## src/rtl/therm_sampler.sv

```systemverilog
// Thermometer comparator sampler: synchronizes raw comparator bits, strobes them
// every DIV clocks, repairs bubbles and hands a clean code to the encoder.
module therm_sampler #(
    parameter int unsigned DIV = 4
) (
    input  logic        clk,
    input  logic        rst,
    input  logic        en,
    input  logic [14:0] comp,
    input  logic        ready,
    input  logic        ovr_clr,
    output logic [14:0] ith,
    output logic        valid,
    output logic        overrun,
    output logic [7:0]  bubble_cnt
);

    localparam logic [7:0] CNT_MAX = 8'(DIV - 1);

    logic [14:0] s1_q, s1_d;
    logic [14:0] s2_q, s2_d;
    logic [7:0]  cnt_q, cnt_d;
    logic [14:0] ith_q, ith_d;
    logic        valid_q, valid_d;
    logic        overrun_q, overrun_d;
    logic [7:0]  bubble_cnt_q, bubble_cnt_d;

    logic        strobe;
    logic [16:0] r_ext;
    logic [14:0] filt;
    logic [3:0]  ones;
    logic [14:0] code;
    logic [15:0] r_wide;
    logic        legal;

    always_comb begin
        strobe = en && (cnt_q == CNT_MAX);

        // Boundary bits: below bit 0 reads as 1, above bit 14 reads as 0.
        r_ext = {1'b0, s2_q, 1'b1};
        filt  = '0;
        ones  = '0;
        code  = '0;
        for (int unsigned i = 0; i < 15; i++) begin
            filt[i] = (r_ext[i] & r_ext[i+1]) | (r_ext[i] & r_ext[i+2]) |
                      (r_ext[i+1] & r_ext[i+2]);
            ones    = ones + 4'(filt[i]);
        end
        for (int unsigned i = 0; i < 15; i++) begin
            code[i] = (4'(i) < ones);
        end

        r_wide = {1'b0, s2_q};
        legal  = ((r_wide & (r_wide + 16'd1)) == '0);
    end

    always_comb begin
        s1_d         = comp;
        s2_d         = s1_q;
        cnt_d        = '0;
        ith_d        = ith_q;
        valid_d      = valid_q;
        overrun_d    = overrun_q;
        bubble_cnt_d = bubble_cnt_q;

        if (en) begin
            cnt_d = (cnt_q == CNT_MAX) ? '0 : cnt_q + 8'd1;
        end

        if (ovr_clr) begin
            overrun_d = 1'b0;
        end

        if (strobe) begin
            if (!legal && (bubble_cnt_q != 8'hFF)) begin
                bubble_cnt_d = bubble_cnt_q + 8'd1;
            end
            if (!valid_q || ready) begin
                ith_d   = code;
                valid_d = 1'b1;
            end else begin
                overrun_d = 1'b1;
            end
        end else if (valid_q && ready) begin
            valid_d = 1'b0;
        end
    end

    always_ff @(posedge clk) begin
        if (rst) begin
            s1_q         <= '0;
            s2_q         <= '0;
            cnt_q        <= '0;
            ith_q        <= '0;
            valid_q      <= 1'b0;
            overrun_q    <= 1'b0;
            bubble_cnt_q <= '0;
        end else begin
            s1_q         <= s1_d;
            s2_q         <= s2_d;
            cnt_q        <= cnt_d;
            ith_q        <= ith_d;
            valid_q      <= valid_d;
            overrun_q    <= overrun_d;
            bubble_cnt_q <= bubble_cnt_d;
        end
    end

    assign ith        = ith_q;
    assign valid      = valid_q;
    assign overrun    = overrun_q;
    assign bubble_cnt = bubble_cnt_q;

endmodule

```

## config.mk

```make
export PLATFORM = sky130hd
export DESIGN_NAME = therm_sampler
export DESIGN_NICKNAME = d
export VERILOG_FILES = /design/src/rtl/therm_sampler.sv
export SDC_FILE = /design/constraint.sdc
export NUM_CORES = 1
export LEC_CHECK = 0
export ABC_CLOCK_PERIOD_IN_PS = 12160
export CAP_MARGIN = 20
export CORE_UTILIZATION = 57
export DETAILED_ROUTE_END_ITERATION = 7
export PLACE_DENSITY = 0.84
export SLEW_MARGIN = 20
export SYNTH_ARGS = -nofsm -noshare
export SYNTH_HDL_FRONTEND = slang
export SYNTH_SLANG_ARGS = --single-unit
export TNS_END_PERCENT = 10
```

## constraint.sdc

```tcl
create_clock -name clk -period 12.16 [get_ports clk]
set_input_delay 1.216 -clock clk [delete_from_list [all_inputs] [get_ports clk]]
set_output_delay 1.216 -clock clk [all_outputs]
set_load 0.05 [all_outputs]
```

# Word level (Yosys, flattened, before mapping)
# Index checks and enable logic that the tools add are counted.
[word_totals]
out_inout_bits = 25
ff_bits = 63
[op_classes]
bitwise_logic = 57
eq_ne = 3
n_reduce_logical = 12
addsub = 17
magnitude_cmp = 15
n_mux = 6
[op_table]
columns = ["operator", "n"]
rows = [
  ["4-bit by 1-bit adder with 4-bit output", 11],
  ["4-bit < comparator (first input constant)", 7],
  ["1-bit OR", 28],
  ["1-bit bitwise AND", 27],
  ["15-bit by 1-bit adder with 16-bit output (second input constant)", 1],
  ["8-bit by 1-bit adder with 8-bit output (second input constant)", 2],
  ["15-bit by 16-bit bitwise AND with 16-bit output", 1],
  ["16-bit zero test", 1],
  ["3-bit by 4-bit < comparator with 1-bit output (first input constant)", 4],
  ["8-bit by 2-bit == test with 1-bit output (second input constant)", 1],
  ["1-bit by 4-bit < comparator with 1-bit output (first input constant)", 2],
  ["2-bit by 4-bit < comparator with 1-bit output (first input constant)", 2],
  ["8-bit != test (second input constant)", 1],
  ["1-bit 2-to-1 mux", 6],
  ["2-bit AND reduction", 3],
  ["3-bit by 1-bit adder with 4-bit output", 1],
  ["2-bit by 1-bit adder with 3-bit output", 1],
  ["1-bit logical AND", 3],
  ["3-bit OR reduction", 1],
  ["1-bit by 1-bit adder with 2-bit output", 1],
  ["1-bit zero test", 2],
  ["2-bit by 1-bit != test with 1-bit output (second input constant)", 1],
  ["2-bit nonzero test", 1],
  ["1-bit logical OR", 1],
  ["1-bit NOT", 1],
]

# Depth between registers and ports, before layout
[depth]
ltp_word = 18
ltp_mapped = 15
mapped_depth_nobuf = 14

# Least setup slack after synthesis
# Ideal clock, no wire load.
[synth_timing]
path_kind = "flip-flop to flip-flop"
start = "register s2_q[1]"
end = "register ith_q[11], in the netlist ith[11]"
stages_incl_launch_ff = 13
required_time_ns = 12.089
slack_ns = 7.599
t_arrival_ns = 4.490
cell_sequence = "dfxtp_1 > or2_2 > a21o_1 > fa_1 > fa_1 > fa_1 > inv_1 > fa_1 > fa_1 > fa_1 > xor2_1 > or3b_2 > a21oi_1"
[synth_via]
elab_chain_len = 18
word_cells_on_any_way = 24
[synth_rtl]
columns = ["element", "line_no", "source"]
rows = [
  ["start: declaration", "21", "logic [14:0] s2_q, s2_d;"],
  ["start signal: assignment", "92", "s2_q <= '0;"],
  ["start signal: assignment", "100", "s2_q <= s2_d;"],
  ["1-bit bitwise AND", "45, 46", ""],
  ["1-bit OR (2 in series)", "45", "filt[i] = (r_ext[i] & r_ext[i+1]) | (r_ext[i] & r_ext[i+2]) |"],
  ["1-bit by 1-bit adder with 2-bit output", "47", "ones = ones + 4'(filt[i]);"],
  ["2-bit by 1-bit adder with 3-bit output *", "47", ""],
  ["3-bit by 1-bit adder with 4-bit output *", "47", ""],
  ["4-bit by 1-bit adder with 4-bit output * (11 in series)", "47", ""],
  ["4-bit < comparator *", "50", "code[i] = (4'(i) < ones);"],
  ["end signal: assignment", "102", "ith_q <= ith_d;"],
  ["end: declaration", "23", "logic [14:0] ith_q, ith_d;"],
]
# Mark *: on every way between the ends. The rest lies on a longest branch, timed or not.
# A chain may end at the register's enable or synchronous reset.

# Worst setup path after layout
[layout_timing]
start = "register s2_q[1]"
end = "register ith_q[2], in the netlist ith[2]"
[layout_via]
elab_chain_len = 18
word_cells_on_any_way = 24
[layout_rtl]
columns = ["element", "line_no"]
rows = [
  ["1-bit bitwise AND", "45, 46"],
  ["1-bit OR (2 in series)", "45"],
  ["1-bit by 1-bit adder with 2-bit output", "47"],
  ["2-bit by 1-bit adder with 3-bit output *", "47"],
  ["3-bit by 1-bit adder with 4-bit output *", "47"],
  ["4-bit by 1-bit adder with 4-bit output * (11 in series)", "47"],
  ["2-bit by 4-bit < comparator with 1-bit output *", "50"],
]
# Marked as above.

==> out/summary.md <==
Averaged over all synthesized cells, the footprint is 9.496 um^2. After layout, the minimum clock period comes to 4858 ps. At the end of routability-driven placement, the weighted congestion stood at 0.8173. In the layout the commonest cells are 63 x dfxtp_1, 43 x clkdlybuf4s50_1, 40 x nor2b_1. The tools report the number of optimization iterations in the first detailed-route pass as 4. TritonCTS built the clock tree.

The part of the cycle the worst path needs was 0.3995. STA classifies the critical path endpoint as a flip-flop. The maximum number of pins on one net before global-route repair was 65. Setup repair after global routing left no endpoint under its margin. The later pin in the worst-skew pair is clocked with a latency of 340 ps. The wire length per cell after detailed routing came out at 12.39 um. In this run the number of H-tree levels came out at 3.

The detailed-route vias per instance was 5.166. The row count was 25. Setup violations remaining at the end of the flow were counted as 0. The area of the mapped netlist was 0.002868 mm^2; the number of cells upsized or downsized after cts was 0. The buffer depth of the longest clock path came out at 2. The portion of synthesized cell area occupied by the leading cell type is 0.4398. After clock tree synthesis, the clock-pin slew on the worst setup and hold paths is 60 ps. Area of the multi-input gates: 0.001513 mm^2. Startpoint type of the worst setup path: a flip-flop. The logs give 376 for the fill cell total of the finished layout and 89 for the starting DRC count in detailed routing. Across the whole layout, storage elements account for 0.001261 mm^2.

The post-detailed-route count of antenna-violating nets is 0. In this run the vertical extent of the chip is 72.93 um. The internal power of the cells totals 306.3 uW. Buffers added to address setup during post-CTS repair amount to 0.

The logs give 9 for the number of buffers added by the clock tree synthesis step and 336 for the post-synthesis net count. The run gives 1986 as the number of global-route vias before repair. The share of post-route cells with drive strength above 1 was 0.09169; the total of buffers placed on input and output ports was 44. For the worst setup path, the data required time is 12340 ps. The flow ran to the end, and the final reports show no timing, DRC or antenna violations. Summed over all nets, the half-perimeter wirelength after detailed placement is 3.594 mm. The tree is rooted in a clkbuf_8. The part of the power in the clock network is 0.378. The total power divided by cell area is 115.9 mW/mm^2. The critical path in this run is classified as flip-flop to flip-flop.

For the final number of hold-violating endpoints, the log shows 0. The first global-routing pass estimated 8.859 mm of wire. After synthesis the netlist holds a flip-flop and latch count of 63.

At the end of the flow, the number of nets in the layout was 379. The share of total power consumed by net switching works out to 0.2422. Clock tree synthesis found a total of 63 sinks. The area growth from synthesis to layout is 21.60%. Across the routed clock network, the largest skew measured is 9.562 ps. The reported leakage power was 0.001357 uW. The power share of the combinational group was 0.089. The cell taking the most area after synthesis was dfxtp_1. Of all nets on the critical path, the largest fanout is 8. For the unique cell type count in the Yosys netlist, the log shows 44.

The most common cell after layout, fill and taps aside was dfxtp_1. The detailed router placed 2149 vias in this run. Worst hold-check path type: flip-flop to flip-flop.

After routing, the total negative slack on setup checks comes to 0 ps. For the global-route usage over all layers, the log shows 0.2214. The synthesis warning total came out at 0. For this run, the leading register cell type out of synthesis is dfxtp_1. Net switching component of the power: 97.89 uW. The initial antenna violation count is 0. Based on the critical path, the design can be clocked at up to 205.8 MHz. The tools report the portion of total power attributed to sequential cells as 0.533. The initial standard-cell utilization of the core is 0.5992.

In the synthesized netlist, the number of instances is 302. The global route total overflow is 0, and the overall routed net length is 5.156 mm. The logs give 0.7286 for the final cell utilization of the core and 0 for the post-cts hold buffer count. The floorplan step defined a core boundary enclosing 0.004786 mm^2.

The horizontal extent of the die is 72.93 um. The repair_antennas step left the layout with diodes totalling 0. The I/O pin count is 45, and the number of enable flip-flop cells after synthesis is 0. The remaining max-slew budget at the tightest pin was 0.3275; the data arrival time of the critical path was 5040 ps. After detailed routing, the number of remaining DRC violations is 0. The number of maximum-capacitance constraint violations was 0. The sequential element share of the synthesized area was 0.4398; the area enclosed by the die boundary was 0.005319 mm^2. Number of pins with negative max-slew slack in the final report: 0. The peak ir drop on the vdd network was 0.08133 mV. By area the synthesized netlist is led by dfxtp_1 44%, nor2b_1 8.7%, fa_1 7.0%. For the pin with the worst max-slew slack, the measured transition is 1009 ps. The share of async-settable or async-resettable flops after synthesis was 0.
worst max-delay path, stage by stage (launching register included):
cell     delay, ps
dfxtp_1        340
or2_2          310
a21o_1         200
fa_1           480
fa_1           520
fa_1           550
inv_1           50
fa_1           500
fa_1           470
fa_1           390
xor2_1         430
o21ai_0        210
nor3_1         200
nor3_1          60
registers in the layout, indices dropped and copies added, names as in the netlist:
name        flops
valid           1
s2_q           15
bubble_cnt      8
ith            15
overrun         1
s1_q           15
cnt_q           8
cells in the mapped netlist, types with 6 or more instances:
cell type / n
clkbuf_1: 7
dfxtp_1: 63
nor2b_1: 40
xor2_1: 6
nor3_1: 17
maj3_1: 7
inv_1: 8
nor2_1: 32
nand3_1: 17
nand2_1: 15
fa_1: 10
a21oi_1: 15
power groups by stage:
stage          sequential [uW]  combinational [uW]  clock (uW)
6_report                   216                36.1         153
5_1_grt                    216                40.7         167
4_1_cts                    216                36.6         156
3_5_place_dp               220                36.3           0
3_3_place_gp               220                35.3           0
2_1_floorplan              219                25.8           0
cells by family (layout without fill, tap and decap cells):
logic type | Yosys count | count (layout) | share of synthesized area
and+or+nand+nor | 151 | 151 | 0.2880
DFF | 63 | 63 | 0.4398
AOI/OAI and AO/OA | 32 | 32 | 0.07548
adders and majority gates | 21 | 21 | 0.1117
buffers and inverters | 20 | 67 | 0.03272
muxes | 8 | 8 | 0.03098
xor gates and xnor gates | 7 | 7 | 0.02138
final timing paths:
kind / start / endpoint / slack, ps / cells after the start
hold / removal: s1_q[8] / s2_q[8] / 440 / 1
hold reg to reg: s1_q[8] / s2_q[8] / 440 / 1
setup reg to reg: s2_q[1] / ith[2] / 7300 / 13
setup / recovery: s2_q[1] / ith[2] / 7300 / 13
cell type report:
| class | count | area share |
|---|---|---|
| multi-input combinational | 219 | 0.4338 |
| sequential | 63 | 0.3617 |
| timing repair buffer | 44 | 0.1249 |
| clock buffer | 11 | 0.04055 |
| tap | 67 | 0.02404 |
| inverter | 8 | 0.008611 |
| clock inverter | 4 | 0.006459 |
per-layer routing:
metal / track usage / part of all wire
met5: 0 / 0
met2: 0.3479 / 0.49
met3: 0.06354 / 0.036
met1: 0.2787 / 0.46
met4: 0.1111 / 0.014
through the flow:
step                      setup slack (ps)  hold slack [ps]  area, um^2  total power, uW  std cells
after floorplan                       7599            413.8        2868            245.2        302
after global placement                7446            420.2        3323            255.2        401
after detailed placement              7317            427.3        3323            256.4        401
after CTS                             7318            438.0        3487            407.9        416
after global routing                  7025            456.3        3487            423.6        416
final                                 7302            436.2        3487            404.1        416
(Power assumes the default switching activity.)
